### src/rtl/bc_poly_pkg.sv
// Shared definitions for the polynomial control block: state encoding,
// per-state control words and run length.
package bc_poly_pkg;

    typedef enum logic [3:0] {
        S_IDLE = 4'd0,
        S_B    = 4'd1,
        S_C    = 4'd2,
        S_D    = 4'd3,
        S_E    = 4'd4,
        S_F    = 4'd5,
        S_G    = 4'd6,
        S_H    = 4'd7,
        S_I    = 4'd8,
        S_J    = 4'd9,
        S_K    = 4'd10,
        S_DONE = 4'd11
    } state_e;

    typedef struct packed {
        logic [1:0] m0;
        logic [1:0] m1;
        logic [1:0] m2;
        logic       lx;
        logic       ls;
        logic       lh;
        logic       h;
    } ctrl_t;

    // Layout: m0 m1 m2 lx ls lh h
    localparam ctrl_t CW_IDLE = 10'b00_00_00_0000;
    localparam ctrl_t CW_B    = 10'b00_00_00_1001;
    localparam ctrl_t CW_C    = 10'b00_00_00_1011;
    localparam ctrl_t CW_D    = 10'b10_10_11_1001;
    localparam ctrl_t CW_E    = 10'b10_10_11_1011;
    localparam ctrl_t CW_F    = 10'b01_10_00_1001;
    localparam ctrl_t CW_G    = 10'b01_10_00_1101;
    localparam ctrl_t CW_H    = 10'b00_11_01_1000;
    localparam ctrl_t CW_I    = 10'b00_11_01_1010;
    localparam ctrl_t CW_J    = 10'b11_10_11_1000;
    localparam ctrl_t CW_K    = 10'b11_10_11_1100;
    localparam ctrl_t CW_DONE = 10'b00_00_00_0000;

    localparam int RUN_LEN = 10;

endpackage

### src/rtl/bc_polinomio_decode.sv
// Combinational state to control-word lookup for the polynomial
// control block.
module bc_polinomio_decode
    import bc_poly_pkg::*;
(
    input  state_e state_i,
    output ctrl_t  ctrl_o
);

    always_comb begin
        ctrl_o = CW_IDLE;
        unique case (state_i)
            S_IDLE: ctrl_o = CW_IDLE;
            S_B:    ctrl_o = CW_B;
            S_C:    ctrl_o = CW_C;
            S_D:    ctrl_o = CW_D;
            S_E:    ctrl_o = CW_E;
            S_F:    ctrl_o = CW_F;
            S_G:    ctrl_o = CW_G;
            S_H:    ctrl_o = CW_H;
            S_I:    ctrl_o = CW_I;
            S_J:    ctrl_o = CW_J;
            S_K:    ctrl_o = CW_K;
            S_DONE: ctrl_o = CW_DONE;
            default: ctrl_o = CW_IDLE;
        endcase
    end

endmodule

### src/rtl/bc_polinomio.sv
// Moore control FSM sequencing the A*X^2 + B*X + C datapath,
// with start/busy/done handshake.
module bc_polinomio
    import bc_poly_pkg::*;
(
    input  logic       clk,
    input  logic       rst,
    input  logic       start,
    output logic       busy,
    output logic       done,
    output logic [1:0] m0,
    output logic [1:0] m1,
    output logic [1:0] m2,
    output logic       lx,
    output logic       ls,
    output logic       lh,
    output logic       h
);

    state_e state_q;
    state_e state_d;
    ctrl_t  ctrl;

    always_ff @(posedge clk or posedge rst) begin
        if (rst) begin
            state_q <= S_IDLE;
        end else begin
            state_q <= state_d;
        end
    end

    always_comb begin
        state_d = S_IDLE;
        unique case (state_q)
            S_IDLE: state_d = start ? S_B : S_IDLE;
            S_B:    state_d = S_C;
            S_C:    state_d = S_D;
            S_D:    state_d = S_E;
            S_E:    state_d = S_F;
            S_F:    state_d = S_G;
            S_G:    state_d = S_H;
            S_H:    state_d = S_I;
            S_I:    state_d = S_J;
            S_J:    state_d = S_K;
            S_K:    state_d = S_DONE;
            S_DONE: state_d = S_IDLE;
            default: state_d = S_IDLE;
        endcase
    end

    bc_polinomio_decode u_decode (
        .state_i (state_q),
        .ctrl_o  (ctrl)
    );

    always_comb begin
        busy = (state_q != S_IDLE) && (state_q != S_DONE);
        done = (state_q == S_DONE);
        m0   = ctrl.m0;
        m1   = ctrl.m1;
        m2   = ctrl.m2;
        lx   = ctrl.lx;
        ls   = ctrl.ls;
        lh   = ctrl.lh;
        h    = ctrl.h;
    end

endmodule

### config.mk
export PLATFORM = sky130hd
export DESIGN_NAME = bc_polinomio
export DESIGN_NICKNAME = d
export VERILOG_FILES = /design/src/rtl/bc_poly_pkg.sv /design/src/rtl/bc_polinomio_decode.sv /design/src/rtl/bc_polinomio.sv
export SDC_FILE = /design/constraint.sdc
export NUM_CORES = 1
export LEC_CHECK = 0
export BUFFER_PORTS_ARGS = -buffer_cell sky130_fd_sc_hd__buf_4
export CAP_MARGIN = 20
export CORE_AREA = 2 2 39 41
export DETAILED_ROUTE_END_ITERATION = 10
export DIE_AREA = 0 0 41 43
export PLACE_DENSITY_LB_ADDON = 0.15
export SLEW_MARGIN = 20
export SYNTH_ARGS = -nofsm -noshare
export SYNTH_HDL_FRONTEND = slang
export SYNTH_HIERARCHICAL = 1
export SYNTH_SLANG_ARGS = --single-unit
### constraint.sdc
create_clock -name clk -period 1.8 [get_ports clk]
set_input_delay 0.09 -clock clk [delete_from_list [all_inputs] [get_ports clk]]
set_output_delay 0.09 -clock clk [all_outputs]
set_load 0.02 [all_outputs]
==> results.toml <==
[clock_tree]
cts_setup_buffers = 0
clk_root_buffer_cell = "clkbuf_4"
cts-buffers-inserted = 3
path_clk_slew_ns = 0.03
cts_buffer_depth = 2
cts.sinks = 4
tritoncts = "built"
insertion_delay_ns = 0.23
ctsHtreeMaxLevel = 1

[grt]
grt_use_met3 = 0.0314
grt_first_pass_wirelength_mm = 1.38
first_global_vias = 343
gr-usage-all-layers = 0.116
grt_max_degree = 20
gr-usage-met2 = 0.172
grt_antenna_before_repair = 0
overflow = 0
globalRouteMet1Util = 0.147
globalRoute.busiestLayer = "met2"

[floorplanning]
die_height_um = 43
initial_utilization = 0.307
width_of_the_die_um = 41
die_area_mm2 = 0.00176
core_region_mm2 = 0.00138
io-pin-count = 15
row_count = 14

[synth]
synth_area_um2 = 424
syn_area_per_cell_um2 = 9.02
ys_top_cells_by_count = "dfrtp_1, ha_1, mux2i_1"
synth_edf_count = 0
mappedNetlistNets = 54
share_of_synthesized_area_occupied_by_flip_flops_and_latches = 0.236
synth.distinct_cells = 25
yosys.area_share.simple = 0.224
largest_family_of_logic_cells_by_synthesized_area = "simple AND/OR/NAND/NOR gates"
yosys-top-cells-area = "dfrtp_1, ha_1, mux2i_1, buf_6, xnor2_1"
commonest_register_cell_after_synthesis = "dfrtp_1"
synth_area_leader_cell = "dfrtp_1"
yosys.area_share.adder = 0.118
synth_largest_type_area_fraction = 0.236
synth_xor_area_frac = 0.0826
synthesis.yosys.warnings = 6
synth-async-reset-ratio = 1.00
yosys_register_bits = 4
synth_cells = 47
synth-compound-area-share = 0.147
post_synth_mux_area_share = 0.0944

[cells_and_area]
total_area_of_multi_input_combinational_cells_um2 = 283
largest_reg_flops = 4
biggest_register = "state_q"
area_growth_pct = 33.9
sequential_cell_area_um2 = 101
largest_registers = "state_q (4)"
num_antenna_cells = 0
n_fill_cell = 145
layout_cells_sized_above_1 = 0.344
design_area_um2 = 568
design.final.nets = 73
final-instance-count-excl-fill = 80

[run_status]
run_status = "completed"

[sta]
final.min_clock_period_ns = 1.68
finalSetupTns_ns = 0
final-setup-viol-count = 0
max_slew_headroom = 0.665
max_freq_ghz = 0.595
rsz0062_at_grt = "no"
report.final.slew_viol_count = 0
finalHoldViolations = 0
worst-slew-pin-transition_ns = 0.502
clock_skew_ns = 0.000204
timing.final.crit_share = 0.933

[drt]
route.final.wire_length_um = 792
post_drt_wl_per_cell_um = 9.90
detail_route.first_pass.iterations = 2
vias = 367
drt_iter0_drc = 6
drc_errors = 0
vias_per_cell = 4.59
route.antenna.remaining_nets = 0

[place]
routability_congestion_estimate = 0.615
placedInstanceArea_um2 = 534
place_hpwl_um = 591
place_inst = 76
portBuffers = 14

[job]
total_of_max_cap_violations = 0

[critical_path]
cp_max_fo = 9
path_cells = "ha_1 -> or3b_1 -> o21ai_2 -> buf_4"
cp-start-kind = "flip-flop"
worst-endpoint-required_ns = 1.71
type_of_the_worst_setup_path = "flip-flop to output port"
setup.worst_path.end_class = "output port"
critical_path_slowest_stage_cell = "dfrtp_1"
timing.critical_path.slowest_cell_delay_ns = 0.46
critical_path_arrival_ns = 1.59

[min_path]
hold_wc_path_type = "input port to flip-flop"
kinds of logic after synthesis:
logic type / count (synthesis)
muxes: 4
xor gates and xnor gates: 4
buffers and inverters: 6
and+or+nand+nor: 15
AOI/OAI and AO/OA: 10
DFF: 4
adders and majority gates: 4
path summary, 6_finish.rpt:
check / from / to / slack [ns] / depth (start not counted)
max: state_q[1] / lx / 0.12 / 4
min: start / state_q[0] / 0.08 / 2
max reg2reg: state_q[3] / state_q[0] / 0.55 / 3
min reg2reg: state_q[0] / state_q[0] / 0.60 / 2
max in group asynchronous: rst / state_q[0] / 1.32 / 3
min in group asynchronous: rst / state_q[3] / 0.32 / 3
cells in the final DEF (no fill, tap or decap):
cell type / instances
buf_4: 16
mux2i_1: 4
ha_1: 4
inv_1: 3
clkbuf_4: 3
dfrtp_1: 3
nand2b_1: 2
nand2_1: 2
xnor2_1: 2
a21oi_1: 2
nor2_1: 2
nand3b_1: 2
o21ai_0: 2
o21ai_1: 2
xor2_1: 2
and2_1: 2
or2_1: 1
o31a_1: 1
and4b_2: 1
nor4_1: 1
dlygate4sd3_1: 1
dfrtp_2: 1
o21a_1: 1
and2b_1: 1
or3b_1: 1
o21ai_2: 1
a211oi_1: 1
per-stage QoR:
step | setup WS (ns) | hold slack (ns) | util
2_1_floorplan | 0.248 | -0.144 | -
3_3_place_gp | 0.342 | -0.0119 | 0.386
3_5_place_dp | 0.349 | -0.0129 | 0.386
4_1_cts | 0.0959 | 0.0755 | 0.410
5_1_grt | 0.00694 | 0.0873 | 0.410
6_report | 0.121 | 0.0835 | 0.410
critical path: cells and delay by family (launching register included):
family                   cells  cell delay (ns)
adder cells (fa/ha/maj)      1             0.30
AND/OR/NAND/NOR              1             0.38
flip-flops                   1             0.46
buffers and inverters        1             0.15
AO/OA/AOI/OAI                1             0.06
timing repair:
action                                  in CTS  in global routing
hold buffers                                 1                  0
hold endpoints to repair                     4                  0
resized for setup                            0                  1
endpoints found under the setup margin       0                  2
area by class of cell:
cell class / instances / share of cell area
Multi-Input combinational cell: 37 / 0.498
Tap cell: 16 / 0.0352
Clock buffer: 3 / 0.0396
Inverter: 3 / 0.0198
Sequential cell: 4 / 0.178
Timing Repair Buffer: 17 / 0.229
layer usage:
| metal | vias to the layer above | share of wire |
|---|---|---|
| met3 | 0 | 0.068 |
| met4 | 0 | 0 |
| met5 | - | 0 |
| met1 | 161 | 0.45 |
| li1 | 194 | - |
| met2 | 12 | 0.48 |
Power is not shown: default switching activity piles up to over one toggle a cycle in this logic, so the estimate is an artifact.
